File: config.mk
export PLATFORM = sky130hd
export DESIGN_NAME = sync_fifo_ext
export DESIGN_NICKNAME = d
export VERILOG_FILES = /design/src/rtl/sync_fifo_pkg.sv /design/src/rtl/sync_fifo_mem.sv /design/src/rtl/sync_fifo_ext.sv
export SDC_FILE = /design/constraint.sdc
export NUM_CORES = 1
export LEC_CHECK = 0
export ABC_CLOCK_PERIOD_IN_PS = 9500
export CAP_MARGIN = 20
export CORE_MARGIN = 1.5
export CORE_UTILIZATION = 33
export DETAILED_ROUTE_END_ITERATION = 10
export PLACE_DENSITY = 0.54
export SLEW_MARGIN = 5
export SYNTH_ARGS = -nofsm -noshare
export SYNTH_HDL_FRONTEND = slang
export SYNTH_SLANG_ARGS = --single-unit
File: constraint.sdc
create_clock -name clk -period 9.5 [get_ports clk]
set_clock_uncertainty 0.05 [all_clocks]
set_input_delay 1.9 -clock clk [delete_from_list [all_inputs] [get_ports clk]]
set_output_delay 1.9 -clock clk [all_outputs]
set_load 0.01 [all_outputs]
File: src/rtl/sync_fifo_pkg.sv
`default_nettype none
// ============================================================================
// Module  : sync_fifo_pkg
// Brief   : Shared helpers for sync_fifo_ext: occupancy and parameter legality.
// Revision: 1.0 - initial release
// ============================================================================
package sync_fifo_pkg;

    // Pointers carry one extra wrap bit, so occupancy is a masked difference.
    function automatic int unsigned fifo_occupancy(
        input int unsigned wr_ptr,
        input int unsigned rd_ptr,
        input int unsigned ptr_bits
    );
        int unsigned mask;
        mask = (ptr_bits >= 32) ? 32'hFFFF_FFFF : ((32'd1 << ptr_bits) - 32'd1);
        return (wr_ptr - rd_ptr) & mask;
    endfunction

    function automatic bit fifo_params_ok(
        input int depth,
        input int af_level,
        input int ae_level
    );
        return (depth >= 2) && ((depth & (depth - 1)) == 0) &&
               (af_level >= 1) && (af_level <= depth) &&
               (ae_level >= 0) && (ae_level <= depth - 1);
    endfunction

endpackage
`default_nettype wire

File: src/rtl/sync_fifo_mem.sv
`default_nettype none
// ============================================================================
// Module  : sync_fifo_mem
// Brief   : Simple dual-port RAM, registered write port, asynchronous read.
// Revision: 1.0 - initial release
// ============================================================================
module sync_fifo_mem #(
    parameter int DEPTH      = 16,
    parameter int WIDTH      = 8,
    parameter int ADDR_WIDTH = $clog2(DEPTH)
) (
    input  logic                  clk,
    input  logic                  wr_en,
    input  logic [ADDR_WIDTH-1:0] wr_addr,
    input  logic [WIDTH-1:0]      wdata,
    input  logic [ADDR_WIDTH-1:0] rd_addr,
    output logic [WIDTH-1:0]      rdata
);

    logic [WIDTH-1:0] r_mem [DEPTH];

    always_ff @(posedge clk) begin
        if (wr_en) begin
            r_mem[wr_addr] <= wdata;
        end
    end

    assign rdata = r_mem[rd_addr];

endmodule
`default_nettype wire

File: src/rtl/sync_fifo_ext.sv
`default_nettype none
// ============================================================================
// Module  : sync_fifo_ext
// Brief   : Single-clock FIFO with count, thresholds, flush and FWFT option.
// Revision: 1.0 - initial release
// ============================================================================
module sync_fifo_ext
    import sync_fifo_pkg::*;
#(
    parameter int DEPTH     = 16,
    parameter int WIDTH     = 8,
    parameter int AF_LEVEL  = DEPTH - 2,
    parameter int AE_LEVEL  = 2,
    parameter int FWFT      = 0,
    parameter int PTR_WIDTH = $clog2(DEPTH)
) (
    input  logic                 clk,
    input  logic                 rst,
    input  logic                 flush,
    input  logic                 wr_en,
    input  logic [WIDTH-1:0]     wdata,
    input  logic                 rd_en,
    output logic [WIDTH-1:0]     rdata,
    output logic                 rd_valid,
    output logic                 full,
    output logic                 empty,
    output logic                 almost_full,
    output logic                 almost_empty,
    output logic [PTR_WIDTH:0]   count,
    output logic                 wr_error,
    output logic                 rd_error
);

    localparam bit                 c_PARAMS_OK = fifo_params_ok(DEPTH, AF_LEVEL, AE_LEVEL);
    localparam logic [PTR_WIDTH:0] c_DEPTH     = (PTR_WIDTH + 1)'(DEPTH);
    localparam logic [PTR_WIDTH:0] c_AF        = (PTR_WIDTH + 1)'(AF_LEVEL);
    localparam logic [PTR_WIDTH:0] c_AE        = (PTR_WIDTH + 1)'(AE_LEVEL);

    if (!c_PARAMS_OK) begin : g_param_check
        $error("sync_fifo_ext: illegal DEPTH / AF_LEVEL / AE_LEVEL combination");
    end

    logic [PTR_WIDTH:0] r_wr_ptr;
    logic [PTR_WIDTH:0] r_rd_ptr;
    logic               r_wr_error;
    logic               r_rd_error;
    logic [WIDTH-1:0]   w_mem_rdata;
    logic               w_wr_accept;
    logic               w_rd_accept;

    assign count        = (PTR_WIDTH + 1)'(fifo_occupancy(32'(r_wr_ptr), 32'(r_rd_ptr), PTR_WIDTH + 1));
    assign full         = (count == c_DEPTH);
    assign empty        = (count == '0);
    assign almost_full  = (count >= c_AF);
    assign almost_empty = (count <= c_AE);
    assign wr_error     = r_wr_error;
    assign rd_error     = r_rd_error;

    assign w_wr_accept = wr_en && !full && !flush;
    assign w_rd_accept = rd_en && !empty && !flush;

    always_ff @(posedge clk) begin
        if (rst || flush) begin
            r_wr_ptr   <= '0;
            r_rd_ptr   <= '0;
            r_wr_error <= 1'b0;
            r_rd_error <= 1'b0;
        end else begin
            if (w_wr_accept) begin
                r_wr_ptr <= r_wr_ptr + 1'b1;
            end
            if (w_rd_accept) begin
                r_rd_ptr <= r_rd_ptr + 1'b1;
            end
            r_wr_error <= wr_en && full;
            r_rd_error <= rd_en && empty;
        end
    end

    sync_fifo_mem #(
        .DEPTH      (DEPTH),
        .WIDTH      (WIDTH),
        .ADDR_WIDTH (PTR_WIDTH)
    ) u_mem (
        .clk     (clk),
        .wr_en   (w_wr_accept),
        .wr_addr (r_wr_ptr[PTR_WIDTH-1:0]),
        .wdata   (wdata),
        .rd_addr (r_rd_ptr[PTR_WIDTH-1:0]),
        .rdata   (w_mem_rdata)
    );

    if (FWFT != 0) begin : g_fwft
        // Head word is presented directly; zeroed while empty so reset reads as 0.
        assign rdata    = empty ? '0 : w_mem_rdata;
        assign rd_valid = !empty;
    end else begin : g_std
        logic [WIDTH-1:0] r_rdata;
        logic             r_rd_valid;

        always_ff @(posedge clk) begin
            if (rst) begin
                r_rdata    <= '0;
                r_rd_valid <= 1'b0;
            end else if (flush) begin
                r_rd_valid <= 1'b0;
            end else begin
                r_rd_valid <= w_rd_accept;
                if (w_rd_accept) begin
                    r_rdata <= w_mem_rdata;
                end
            end
        end

        assign rdata    = r_rdata;
        assign rd_valid = r_rd_valid;
    end

endmodule
`default_nettype wire

==> results.json, run 1 <==
{
  "cts_resized": 0,
  "crit_path_start": "r_rd_ptr[0]$_SDFFE_PP0P_",
  "cts_hold_buf": 0,
  "first_pass_iters": 4,
  "synthXorXnorAreaFrac_pct": 0.970,
  "ant_nets": 0,
  "yosys.area_share.simple_pct": 7.26,
  "placementRows": 50,
  "die_area_sq_um": 20000,
  "cts_setup_buffers": 0,
  "grt_usage_pct": 14.6,
  "synth_compound_area_share_pct": 5.72,
  "vias": 3473,
  "final.period_utilization_pct": 62.3,
  "gp_congestion": 0.764,
  "first_global_vias": 3513,
  "endpoint": "almost_empty",
  "avgSynthCellArea_sq_um": 16.4,
  "die_h_microns": 141,
  "start_util_pct": 33.7,
  "htreeDepth": 4,
  "start_kind": "register",
  "clk_transition_reported_paths_ps": 60,
  "r2r_slack_ps": 5640,
  "grt_max_degree": 41,
  "synth_fa_ha_area_share_pct": 2.10,
  "pwr-share-clk_pct": 45.2,
  "slew_headroom_pct": 48.6,
  "area_delta_synth_final_pct": 19.7,
  "cts_tree": "done",
  "drcViolationCount": 0,
  "hold_path_depth": 2,
  "dp_cells": 649,
  "instances_no_fill": 679,
  "yosysSeqAreaShare_pct": 67.4,
  "pwr-share-comb_pct": 7.9,
  "fin_area_sq_um": 7560,
  "synthMuxAreaShare_pct": 13.5,
  "clk_latency_ps": 420,
  "synth_warnings": 0,
  "port_buffers": 32,
  "routedWlPerCell_microns": 20.0,
  "grt_pass1_wl_mm": 20.8,
  "tns_ps": 0,
  "routed_wl_mm": 13.5,
  "drive_gt1_share_pct": 21.3,
  "cp_max_fo": 40,
  "synth_area_sq_um": 6320,
  "drt-initial-drc-count": 222,
  "arrival_ps": 3960,
  "synth_top_family_by_area": "multiplexers",
  "die_width_microns": 141,
  "critical_path_class": "reg -> out",
  "crit_required_ps": 7550,
  "coreArea_sq_um": 18800,
  "final_hold_viol_count": 0,
  "setup_viol": 0,
  "synthCells": 385,
  "antenna_cells": 0,
  "rsz0062_at_grt": "false",
  "p_leak_nw": 2.44,
  "timing.fmax_mhz": 169,
  "synth-seq-cells": 149,
  "crit_path_end_kind": "output port",
  "place_area_sq_um": 6960,
  "hold_path_class": "reg -> reg",
  "via_per_inst": 5.11,
  "reg2reg_to": "u_mem.r_mem[3][0]$_DFFE_PP_",
  "vdd_drop_max_mv": 0.154,
  "dp_hpwl_mm": 9.01,
  "period_minus_slack_ps": 5910,
  "pwr-share-seq_pct": 46.9,
  "globalRouteOverflowTotal": 0,
  "cts.sinks": 149,
  "power_switching_w": 0.000331,
  "cts_buffers": 17,
  "reg2regPathDepth": 9,
  "worst_r2r_startpoint": "r_rd_ptr[0]$_SDFFE_PP0P_",
  "power.density_nw_per_um2": 204,
  "outcome": "completed",
  "root_buffer": "clkbuf_16",
  "tightestPinTransition_ps": 752,
  "clockBufferDepth": 2,
  "yosysUniqueCellTypes": 51,
  "slew_viol_final": 0,
  "nets": 457,
  "p_int_w": 0.00121,
  "io_pins": 33,
  "antenna_found_initial": 0,
  "synth_nets": 408,
  "cap_viol_max_count": 0,
  "swShare_pct": 21.5
}
## routing by layer
metal  routed length (microns)  share of wire [%]  track usage, %
met1                      6220                 46            19.6
met2                      6470                 48            22.8
met3                       700                5.2            4.45
met5                         0                  0               0
met4                       160                1.2            4.34
## through the flow
stage | power [W] | util [%] | hold slack, ps | worst slack, ps
final | 0.00154 | 40.3 | 415 | 3590
after floorplan | 0.000812 | - | 405 | 5020
after CTS | 0.00156 | 40.3 | 422 | 3480
after global placement | 0.000858 | 37.0 | 397 | 4000
after global routing | 0.00159 | 40.3 | 443 | 3260
after detailed placement | 0.000860 | 37.1 | 406 | 3950
## how the worst min path moves through the flow
stage	from	endpoint
after global routing	rdata[6]$_SDFFE_PP0P_	rdata[6]$_SDFFE_PP0P_
after detailed placement	rdata[0]$_SDFFE_PP0P_	rdata[0]$_SDFFE_PP0P_
after global placement	rdata[6]$_SDFFE_PP0P_	rdata[6]$_SDFFE_PP0P_
after CTS	rdata[0]$_SDFFE_PP0P_	rdata[0]$_SDFFE_PP0P_
final	rdata[0]$_SDFFE_PP0P_	rdata[0]$_SDFFE_PP0P_
after floorplan	r_wr_ptr[4]$_SDFFE_PP0P_	r_wr_ptr[4]$_SDFFE_PP0P_
## flip-flops by register name, indices dropped and copies added, names as in the netlist
signal,flops
rd_valid,1
u_mem.r_mem,128
r_wr_ptr,5
r_rd_ptr,5
wr_error,1
rd_error,1
rdata,8
## area by class of cell
class	count	area, sq um
multi-input cells	198	1870
fillers	1715	11200
repair buffers	52	470
well taps	234	293
clock buffers	18	429
clock inverters	12	179
flip-flops and latches	149	4270
inverters	16	60.1
## critical path, stage by stage, from the launching register on
cell and delay (ps):
dfxtp_2 310, buf_4 310, ha_1 310, fa_1 470, nand2b_1 200, a21oi_2 170, xor2_2 600, inv_2 230
a2111oi_0 320, clkdlybuf4s50_1 610
## synthesized netlist by cell type (all sizes together)
master / instances / area [sq um]
o211ai: 1 / 7.51
a311oi: 1 / 8.76
a311o: 1 / 10.0
fa: 1 / 20.0
nor2b: 1 / 6.26
a31o: 5 / 43.8
xor2: 3 / 33.8
dfxtp: 21 / 420
a21oi: 8 / 47.6
a2111oi: 2 / 17.5
or3: 6 / 37.5
nand2b: 4 / 25.0
edfxtp: 128 / 3840
o32ai: 2 / 17.5
o21ai: 1 / 16.3
nor4: 6 / 58.8
o22ai: 6 / 37.5
mux4: 29 / 653
nand3: 1 / 5.00
mux2i: 17 / 174
nand3b: 1 / 7.51
o31ai: 2 / 15.0
clkbuf: 8 / 30.0
a41o: 5 / 50.1
mux2: 2 / 26.3
nor3: 23 / 115
a211oi: 8 / 70.1
and3: 1 / 6.26
buf: 14 / 100
or4: 1 / 7.51
inv: 16 / 60.1
nand2: 29 / 109
a21boi: 1 / 11.3
a41oi: 1 / 8.76
ha: 9 / 113
nor2: 16 / 62.6
nand4: 3 / 18.8
xnor2: 1 / 27.5
## placed cells by master, fill, tap and decap left out, types with 3 or more instances in the layout
| cell type | instances |
|---|---|
| a211oi_1 | 6 |
| a21oi_1 | 6 |
| a31o_2 | 3 |
| a41o_1 | 5 |
| buf_4 | 20 |
| bufinv_16 | 4 |
| clkbuf_16 | 17 |
| clkdlybuf4s50_1 | 32 |
| clkinv_4 | 3 |
| dfxtp_1 | 20 |
| edfxtp_1 | 128 |
| ha_1 | 9 |
| inv_1 | 15 |
| mux2i_1 | 16 |
| mux4_2 | 29 |
| nand2_1 | 29 |
| nand2b_1 | 4 |
| nand4_1 | 3 |
| nor2_1 | 15 |
| nor3_1 | 23 |
| nor4_1 | 4 |
| o22ai_1 | 6 |
| or3_1 | 6 |
## cells by family (layout without fill, tap and decap cells)
group	Yosys count	in the layout
flip-flops	149	149
buffers and inverters	38	98
multiplexers	48	48
adder cells (fa/ha/maj)	10	10
XOR/XNOR	4	4
AND/OR/NAND/NOR	92	92
AO/OA/AOI/OAI	44	44
## power by group through the flow
stage | clock network (W) | logic [W] | registers (W)
global route | 0.000739 | 0.000132 | 0.000724
detailed placement | 0 | 0.000123 | 0.000737
finish | 0.000696 | 0.000121 | 0.000723
global placement | 0 | 0.000121 | 0.000736
CTS | 0.000709 | 0.000123 | 0.000723
floorplan | 0 | 0.0000727 | 0.000739
(Power assumes the default switching activity.)
==> inputs of run 2 (changes only) <==
ABC_CLOCK_PERIOD_IN_PS = 4950   (was 9500)
PLACE_DENSITY = 0.56   (was 0.54)
clock period = 4.95 ns   (was 9.5 ns; I/O delays follow)
==> results.json, run 2 (synthesis gave the netlist of run 1 again) <==
{
  "outcome": "completed",
  "cts.sinks": 149,
  "antenna_cells": 0,
  "slew_headroom_pct": 44.4,
  "grt_usage_pct": 14.8,
  "gp_congestion": 0.756,
  "crit_required_ps": 3910,
  "clk_transition_reported_paths_ps": 60,
  "slowest_stage": "clkdlybuf4s50_1",
  "gr-usage-met2_pct": 23.8,
  "crit_path_start": "r_wr_ptr[0]$_SDFFE_PP0P_",
  "cts_hold_buf": 0,
  "p_leak_nw": 2.43,
  "final_cell_mix": "edfxtp_1 (128), clkdlybuf4s50_1 (32), nand2_1 (29), mux4_2 (29), nor3_1 (23)",
  "crit_path_end_kind": "output port",
  "cp_max_fo": 13,
  "drt-initial-drc-count": 188,
  "largest_register": "u_mem.r_mem",
  "area_delta_synth_final_pct": 19.3,
  "final.period_utilization_pct": 90.3,
  "cts_setup_buffers": 0,
  "port_buffers": 32,
  "slew_viol_final": 0,
  "cts_buffers": 17,
  "grtUsageMet1_pct": 19.5,
  "arrival_ps": 3430,
  "final_hold_viol_count": 0,
  "dp_hpwl_mm": 9.22,
  "setup_viol": 0,
  "vias": 3611,
  "worst_r2r_startpoint": "r_wr_ptr[0]$_SDFFE_PP0P_",
  "start_kind": "register",
  "clockBufferDepth": 2,
  "dp_cells": 650,
  "nets": 458,
  "cts_tree": "done",
  "die_h_microns": 141,
  "die_area_sq_um": 20000,
  "final_common_cell": "edfxtp_1",
  "routedWlPerCell_microns": 20.6,
  "cap_viol_max_count": 0,
  "via_per_inst": 5.29,
  "coreArea_sq_um": 18800,
  "root_buffer": "clkbuf_16",
  "place_area_sq_um": 6960,
  "io_pins": 33,
  "drcViolationCount": 0,
  "critical_path_class": "reg -> out",
  "die_width_microns": 141,
  "grt_pass1_wl_mm": 21.3,
  "power.total_w": 0.00288,
  "grt_util_met3_pct": 4.18,
  "power.density_nw_per_um2": 382,
  "largest_reg_flops": 128,
  "timing.hold.ws_ps": 420,
  "drive_gt1_share_pct": 21.9,
  "start_util_pct": 33.7,
  "globalRouteOverflowTotal": 0,
  "timing.fmax_mhz": 224,
  "ant_nets": 0,
  "antenna_found_initial": 0,
  "grt.busiest_layer": "met2",
  "rsz0062_at_grt": "false",
  "first_pass_iters": 6,
  "tightestPinTransition_ps": 813,
  "first_global_vias": 3612,
  "routed_wl_mm": 14.0,
  "max_stage_delay_ps": 610,
  "instances_no_fill": 682,
  "crit_chain": "inv_1 > ha_1 > fa_1 > nand2b_1 > a21oi_2 > xor2_2 > buf_4 > inv_2 > a2111oi_0 > clkdlybuf4s50_1",
  "period_minus_slack_ps": 4470,
  "fin_area_sq_um": 7540,
  "vdd_drop_max_mv": 0.231,
  "clk_latency_ps": 420,
  "hold_path_startpoint": "rdata[0]$_SDFFE_PP0P_",
  "placementRows": 50,
  "htreeDepth": 4,
  "tns_ps": 0,
  "hold_path_class": "reg -> reg",
  "cts_resized": 0,
  "grt_max_degree": 40
}
-- run 2: changes by cell type in the layout (fill, tap and decap cells not counted) --
cell	previous run	this run
buf_4	20	21
bufinv_16	4	2
clkbuf_1	1	0
clkinv_1	2	3
clkinv_2	0	2
clkinv_4	3	0
clkinvlp_4	1	3
inv_6	2	3
inv_8	0	2
-- run 2: area by class of cell --
cell class / instances / area [sq um]
clock buffers: 17 / 425
flip-flops and latches: 149 / 4270
repair buffers: 53 / 478
well taps: 234 / 293
multi-input cells: 198 / 1870
clock inverters: 15 / 153
fillers: 1715 / 11200
inverters: 16 / 60.1
-- run 2: critical path: cells and delay by family (launching register included) --
family,cells,cell delay [ps]
buffers and inverters,4,1080
xor gates and xnor gates,1,130
and+or+nand+nor,1,200
AOI/OAI and AO/OA,2,470
DFF,1,410
adders and majority gates,2,710
-- run 2: per-layer routing --
layer / routed length (microns) / share of wire (%) / up-vias
li1: - / - / 1627
met1: 6240 / 44 / 1862
met2: 6870 / 49 / 106
met3: 752 / 5.4 / 16
met4: 184 / 1.3 / 0
met5: 0 / 0 / -
-- run 2: stage by stage --
step / util [%] / setup WS (ps)
after floorplan: - / 1380
final: 40.2 / 482
after global routing: 40.2 / 228
after CTS: 40.2 / 446
after global placement: 37.1 / 1010
after detailed placement: 37.1 / 911
-- run 2: final timing paths --
check / slack [ps] / depth (start not counted) / to
worst max register to register: 1870 / 10 / u_mem.r_mem[2][6]$_DFFE_PP_
worst min-delay path: 420 / 2 / rdata[0]$_SDFFE_PP0P_
worst max-delay path: 480 / 10 / almost_empty
worst min register to register: 420 / 2 / rdata[0]$_SDFFE_PP0P_
-- run 2: report_power, final --
group	leakage [nW]	switching, W	internal, W
logic	0.826	0.000129	0.000104
registers	1.32	0.00000860	0.00138
clock network	0.276	0.000517	0.000745
total	2.43	0.000655	0.00223
==> inputs of run 3 (changes only) <==
CTS_BUF_LIST = sky130_fd_sc_hd__clkbuf_4 sky130_fd_sc_hd__clkbuf_8 sky130_fd_sc_hd__clkbuf_16   (was not set)
==> results of run 3 <==
No change in the layout: final DEF, timing and power equal those of run 2.
